`src/rtl/encoder_5x32_if.sv`:
```
// Match-vector bus for the 32-to-5 priority encoder.
// The master drives the match vector. The slave returns the encoded
// index and valid flag, both combinational and registered.
interface encoder_5x32_if;
  logic [31:0] in;
  logic [4:0]  out;
  logic        valid;
  logic [4:0]  out_q;
  logic        valid_q;

  modport master (
    output in,
    input  out, valid, out_q, valid_q
  );

  modport slave (
    input  in,
    output out, valid, out_q, valid_q
  );
endinterface

```
`src/rtl/encoder_5x32.sv`:
```
// 32-to-5 priority encoder. Bit 0 has the highest priority.
// out/valid are combinational from in. out_q/valid_q are one-cycle
// registered copies that are cleared by a synchronous active-high reset.
module encoder_5x32 (
  input  logic           clk,
  input  logic           reset,
  encoder_5x32_if.slave  bus
);

  logic [4:0] out_c;
  logic       valid_c;
  logic [4:0] out_r   = '0;
  logic       valid_r = 1'b0;

  // Lowest set index wins. Scanning downward lets lower bits overwrite
  // higher ones. An all-zero input leaves the default of 0.
  always_comb begin
    out_c = '0;
    for (int unsigned j = 32; j > 0; j--) begin
      if (bus.in[j-1]) out_c = 5'(j - 1);
    end
    valid_c = |bus.in;
  end

  // Register the encoded result. Reset takes priority over capture.
  always_ff @(posedge clk) begin
    if (reset) begin
      out_r   <= '0;
      valid_r <= 1'b0;
    end else begin
      out_r   <= out_c;
      valid_r <= valid_c;
    end
  end

  assign bus.out     = out_c;
  assign bus.valid   = valid_c;
  assign bus.out_q   = out_r;
  assign bus.valid_q = valid_r;

endmodule

```
`src/flat_wrapper.sv`:
```
// flat-port wrapper written by rule: the top's interface ports become plain ports
module encoder_5x32_flat 
  (clk, reset, bus_in, bus_out, bus_valid, bus_out_q, bus_valid_q);
  encoder_5x32_if bus_i ();
  input  logic clk;
  input  logic reset;
  input wire logic [$bits(bus_i.in)-1:0] bus_in;
  output wire logic [$bits(bus_i.out)-1:0] bus_out;
  output wire logic [$bits(bus_i.valid)-1:0] bus_valid;
  output wire logic [$bits(bus_i.out_q)-1:0] bus_out_q;
  output wire logic [$bits(bus_i.valid_q)-1:0] bus_valid_q;
  assign bus_i.in = bus_in;
  assign bus_out = bus_i.out;
  assign bus_valid = bus_i.valid;
  assign bus_out_q = bus_i.out_q;
  assign bus_valid_q = bus_i.valid_q;
  encoder_5x32 u_core (.clk(clk), .reset(reset), .bus(bus_i));
endmodule
```
`config.mk`:
```
export PLATFORM = sky130hd
export DESIGN_NAME = encoder_5x32_flat
export DESIGN_NICKNAME = d
export VERILOG_FILES = /design/src/rtl/encoder_5x32_if.sv /design/src/rtl/encoder_5x32.sv /design/src/flat_wrapper.sv
export SDC_FILE = /design/constraint.sdc
export NUM_CORES = 1
export LEC_CHECK = 0
export ABC_AREA = 1
export BUFFER_PORTS_ARGS = -buffer_cell sky130_fd_sc_hd__buf_2
export CORE_UTILIZATION = 41
export DETAILED_ROUTE_END_ITERATION = 8
export GPL_TIMING_DRIVEN = 0
export PLACE_DENSITY = 0.79
export SLEW_MARGIN = 20
export SYNTH_ARGS = -nofsm -noshare
export SYNTH_HDL_FRONTEND = slang
export SYNTH_SLANG_ARGS = --single-unit
```
`constraint.sdc`:
```
create_clock -name clk -period 3 [get_ports clk]
set_input_delay 0.6 -clock clk [delete_from_list [all_inputs] [get_ports clk]]
set_output_delay 0.6 -clock clk [all_outputs]
set_load 0.01 [all_outputs]
```
# [Word-level counts from Yosys, hierarchy flattened]
# Cells that the tools add are included.
[classes] div=0 magnitude_cmp=0 muxes=32 addsub=0 n_mul=0 bitwise_logic=0 n_shift=0 n_eq_ne=0 reduce_logical=1
[op_table] cell="two-way mux 5 bit" count=32
[op_table] cell="OR reduction 32 bit" count=1
[totals] inputBits=34 register_bits=6 memories=0 ramBits=0 latchBits=0 rom_bits=0 wordCells=35

# [Depth between registers and ports, before layout]
# Gate-level depths: netlist (run 1).
[depth] ltp_word=32 depth_mapped=33 mapped_depth_nobuf=33

# [Worst setup path before layout (run 1)]
# No wires, ideal clock.
[synth_path] path_kind="in2out" startpoint="in bus_in[30]" endpoint="out bus_out[0]" path_slack_ns=0.373 arrival_time_ns=2.027 cell_stages=33 required_ns=2.400 cell_sequence="inv_1 nand2_1 nand2_1 nand2_1 nand2_1 nand2_1 nand2_1 nand2_1 nand2_1 nand2_1 nand2_1 nand2_1 nand2_1 nand2_1 nand2_1 nand2_1 nand2_1 nand2_1 nand2_1 nand2_1 nand2_1 nand2_1 nand2_1 nand2_1 nand2_1 nand2_1 nand2_1 nand2_1 nand2_1 nand2_1 nand2_1 nand2_2 inv_1"
[synth_between] elab_chain_len=31
[synth_lines] element="start: declaration" line_no="flat_wrapper.sv:7" source="input wire logic [$bits(bus_i.in)-1:0] bus_in;"
[synth_lines] element="two-way mux 5 bit (31 in series)" line_no="encoder_5x32.sv:20" source="if (bus.in[j-1]) out_c = 5'(j - 1);"
[synth_lines] element="end: declaration" line_no="flat_wrapper.sv:8" source="output wire logic [$bits(bus_i.out)-1:0] bus_out;"
# Every way passes these cells.

# [Worst setup path in the final report (run 1)]
# Ends and elaborated chain as after synthesis.

==> results of run 1 <==
-- through the flow --
step | util | cell area, um^2 | power [uW]
final | 0.637 | 982 | 244
after global routing | 0.637 | 982 | 269
after global placement | 0.605 | 932 | 166
after CTS | 0.619 | 955 | 243
after floorplan | - | 687 | 132
after detailed placement | 0.605 | 932 | 168
-- layout by cell type (no fill, tap or decap), types with 2 or more instances in the layout --
master | Yosys | routed
nand2_1 | 46 | 45
buf_2 | 0 | 41
inv_1 | 32 | 30
nor2_1 | 17 | 17
dfxtp_1 | 6 | 6
bufinv_8 | 5 | 5
inv_2 | 3 | 5
a21oi_1 | 4 | 4
buf_6 | 0 | 4
nor3_1 | 3 | 3
nand3_1 | 3 | 3
clkbuf_4 | 0 | 3
nor4_1 | 2 | 2
nand2_2 | 1 | 2
-- area by class of cell --
cell class,count,area share
Clock buffer,3,0.0229
Inverter,40,0.223
Multi-Input combinational cell,82,0.357
Sequential cell,6,0.122
Tap cell,16,0.0204
Timing Repair Buffer,45,0.255
-- routing by layer --
metal | track usage | up-vias
li1 | - | 469
met1 | 0.183 | 323
met2 | 0.306 | 30
met3 | 0.0638 | 0
met4 | 0.0364 | 0
met5 | 0 | -
-- power by group through the flow --
stage | Combinational [uW] | Sequential (uW) | Clock [uW]
global placement | 81.9 | 84.0 | 0
global route | 100 | 82.6 | 85.9
CTS | 84.1 | 82.6 | 76.6
detailed placement | 83.8 | 84.0 | 0
floorplan | 46.9 | 85.4 | 0
finish | 87.3 | 82.6 | 74.5
-- kinds of logic (layout without fill, tap and decap cells) --
family	Yosys count	in the layout	share of synthesized area
AOI/OAI and AO/OA	9	9	0.0820
buffers and inverters	40	88	0.319
and+or+nand+nor	73	73	0.424
DFF	6	6	0.175
-- state kept, by name, summed over array words and instances (netlist names) --
| register | flops |
|---|---|
| u_core.bus.out_q | 5 |
| u_core.bus.valid_q | 1 |
-- worst paths after layout --
kind,start,endpoint,cells past startpoint
worst max-delay path,bus_in[30],bus_out[0],35
worst min-delay path,reset,u_core.bus.out_q[0],2
==> impl_metrics.json, run 1 <==
{
  "cts_tree": "yes",
  "ios": 46,
  "dp_hpwl_um": 1230,
  "synth_edf_count": 0,
  "finalNonFillerCells": 192,
  "critPathLaunchType": "input port",
  "crit_buf_inv": 4,
  "finalWorstSetupSlack_ns": 0.114,
  "powerDensity_nw_per_um2": 249,
  "fp-row-count": 14,
  "place_ws_ns": 0.0429,
  "viasPerCell": 4.28,
  "vias": 822,
  "grt_usage": 0.168,
  "ys_async_sr_fraction": 0,
  "tns_ns": 0,
  "p_int_uw": 176,
  "synth_most_common_cell": "nand2_1",
  "tightest_slew_ns": 0.426,
  "wl_per_cell_um": 7.19,
  "syn-instance-count": 128,
  "grt_max_degree": 7,
  "io_buffers": 45,
  "fill_cells": 152,
  "core-area_um2": 1540,
  "synth_top_area_share": 0.251,
  "multi_input_area_um2": 350,
  "slew_headroom": 0.714,
  "yosys-top-cells-count": "46 x nand2_1, 32 x inv_1, 17 x nor2_1",
  "cp_max_fo": 2,
  "wl_met1_um": 561,
  "area_growth_pct": 43.0,
  "rsz0062_at_grt": "yes",
  "place_inst": 189,
  "drtPass1Iterations": 4,
  "layout-drive-gt1-share": 0.347,
  "worst_path_max_delay_cell": "buf_6",
  "ys_seq_elements": 6,
  "post_cts_resize_count": 0,
  "syn_nets": 162,
  "cts_buffers": 3,
  "synth.area.top_cells": "nand2_1 25%, dfxtp_1 17%, inv_1 17%",
  "synthFlopType": "dfxtp_1",
  "wl_met2_um": 715,
  "start_util": 0.446,
  "antenna_left": 0,
  "syn-cell-area_um2": 687,
  "combPwrFrac": 0.357,
  "die_w_um": 42.9,
  "cts_root_buf": "clkbuf_4",
  "yosys.area.top_type": "nand2_1",
  "synth_area_per_cell_um2": 5.37,
  "cap_violations": 0,
  "status": "completed",
  "leakagePower_uw": 0.000656,
  "clock-sinks": 6,
  "cts_hold_buf": 0,
  "p_seq_frac": 0.338,
  "top_layer": "met3",
  "hp-class": "in -> reg",
  "die_h_um": 42.9,
  "switching_share": 0.281,
  "seq_area_frac_synth": 0.175,
  "post_cts_buffers": 0,
  "routed_wl_um": 1380,
  "antenna_found_initial": 0,
  "slowest_delay_ns": 0.09,
  "ir_drop_v": 0.000244,
  "end_kind": "output port",
  "drt_iter0_markers": 8,
  "ys.warnings.count": 0,
  "die-area_um2": 1840,
  "hold_viol": 0,
  "arrival_ns": 2.29,
  "fmax_mhz": 347,
  "drcViolationCount": 0,
  "clockBufferDepth": 2,
  "met3WireLength_um": 104,
  "cts_max_level": 1,
  "min_period_ns": 2.89,
  "cts.reportedPaths.clkPinSlew_ns": 0.04,
  "grt_pass1_vias": 701,
  "critPathKind": "in -> out",
  "setup_viol": 0,
  "timing.final.crit_share": 0.962,
  "grt-ovfl-total": 0,
  "cp_common_cell": "nand2_1",
  "fin_nets": 212,
  "grt_pass1_wl_um": 2410,
  "cp_top_family": "simple AND/OR/NAND/NOR gates",
  "n_antenna_cell": 0,
  "synthDistinctLibCells": 17,
  "regArea_um2": 120,
  "required_ns": 2.40,
  "switchingPower_uw": 68.8,
  "final_max_slew_viol_count": 0,
  "place_congestion": 0.691,
  "p_clk_frac": 0.305,
  "timing.hold.ws_ns": 0.596
}
Note: power is estimated with default switching activity, not from simulation.
==> inputs of run 2 (changes only) <==
--- a/config.mk
+++ b/config.mk
@@ -11,6 +11,7 @@
 export DETAILED_ROUTE_END_ITERATION = 8
 export GPL_TIMING_DRIVEN = 0
 export PLACE_DENSITY = 0.79
+export SETUP_SLACK_MARGIN = 0.5
 export SLEW_MARGIN = 20
 export SYNTH_ARGS = -nofsm -noshare
 export SYNTH_HDL_FRONTEND = slang
==> impl_metrics.json, run 2 (synthesized netlist as in run 1, its figures left out) <==
{
  "status": "completed",
  "viasPerCell": 4.38,
  "worst_path_max_delay_cell": "buf_6",
  "dp_hpwl_um": 1290,
  "place_congestion": 0.668,
  "min_period_ns": 2.96,
  "cts_tree": "yes",
  "ir_drop_v": 0.000327,
  "die-area_um2": 1840,
  "n_antenna_cell": 0,
  "start_util": 0.446,
  "multi_input_area_um2": 383,
  "drcViolationCount": 0,
  "antenna_left": 0,
  "area_growth_pct": 53.7,
  "io_buffers": 45,
  "final_common_cell": "nand2_1",
  "core-area_um2": 1540,
  "final_cell_mix": "43 x nand2_1, 41 x buf_2, 30 x inv_1, 17 x nor2_1, 6 x dfxtp_1",
  "grt_max_degree": 7,
  "die_h_um": 42.9,
  "fill_cells": 143,
  "grt-ovfl-total": 0,
  "hp-class": "in -> reg",
  "fmax_mhz": 338,
  "rsz0062_at_grt": "yes",
  "finalNonFillerCells": 197,
  "routed_wl_um": 1680,
  "antenna_found_initial": 0,
  "grt_usage": 0.195,
  "grt_pass1_vias": 784,
  "arrival_ns": 2.36,
  "layout-drive-gt1-share": 0.392,
  "drtPass1Iterations": 2,
  "setup_viol": 0,
  "critPathLaunchType": "input port",
  "place_ws_ns": 0.0176,
  "clock-sinks": 6,
  "fin_nets": 217,
  "leakagePower_uw": 0.000699,
  "timing.final.crit_share": 0.987,
  "cts_max_level": 1,
  "hold_viol": 0,
  "cts_buffers": 3,
  "clockBufferDepth": 2,
  "largest_register_ffs": 5,
  "end_kind": "output port",
  "finalWorstSetupSlack_ns": 0.0379,
  "place_inst": 189,
  "wl_per_cell_um": 8.52,
  "grt_pass1_wl_um": 2800,
  "regArea_um2": 120,
  "cts_root_buf": "clkbuf_4",
  "cts_hold_buf": 0,
  "cp_common_cell": "nand2_1",
  "vias": 863,
  "die_w_um": 42.9,
  "powerDensity_nw_per_um2": 243,
  "fp-row-count": 14,
  "cp_max_fo": 2,
  "required_ns": 2.40,
  "critPathKind": "in -> out",
  "cts.reportedPaths.clkPinSlew_ns": 0.04,
  "final_max_slew_viol_count": 0,
  "final_core_util": 0.685,
  "tightest_slew_ns": 0.432,
  "cap_violations": 0,
  "slowest_delay_ns": 0.11,
  "drt_iter0_markers": 6,
  "slew_headroom": 0.710,
  "ios": 46
}
-- run 2: cell count changes in the layout (fill, tap and decap cells not counted), moves of 2 or more --
cell / previous run / this run
nand2_2: 2 / 4
buf_4: 0 / 4
nor3_1: 3 / 1
nand2_1: 45 / 43
-- run 2: worst max-delay path, delay by kind of cell --
| family | cells | cell delay, ns |
|---|---|---|
| AND/OR/NAND/NOR | 30 | 1.44 |
| buffers and inverters | 4 | 0.32 |
-- run 2: final cells by class --
type,count,area share
multi-input combinational,82,0.363
clock buffer,3,0.0213
sequential,6,0.114
inverter,40,0.207
timing repair buffer,50,0.276
tap,16,0.0190
-- run 2: per-layer routing --
layer / GRT usage / routed length, um / share of wire
met2: 0.385 / 949 / 0.57
met1: 0.204 / 646 / 0.38
met3: 0.0638 / 83 / 0.049
met4: 0.0182 / 0 / 0
met5: 0 / 0 / 0
-- run 2: per-stage QoR --
stage	setup TNS [ns]	power, uW	instance area, um^2	hold WS [ns]
6_report	0	257	1060	0.610
5_1_grt	-0.336	279	1060	0.606
4_1_cts	0	252	1010	0.581
3_5_place_dp	0	169	932	0.843
3_3_place_gp	0	166	932	0.843
2_1_floorplan	0	132	687	0.667
-- run 2: worst paths after layout --
path,cells after the start,startpoint,to,slack (ns)
min,2,reset,u_core.bus.out_q[0],0.61
max,34,bus_in[29],bus_out[0],0.04
-- run 2: where the power goes --
group | internal (uW) | switching (uW)
Combinational | 54.4 | 45.7
Sequential | 82.2 | 0.426
Clock | 45.2 | 28.6
-- run 2: timing repair --
action	in CTS	in global routing
hold endpoints to repair	0	0
pin swaps	5	3
gates cloned	0	0
setup endpoints to repair	2	6
setup buffers	4	1
gates resized for setup	4	10
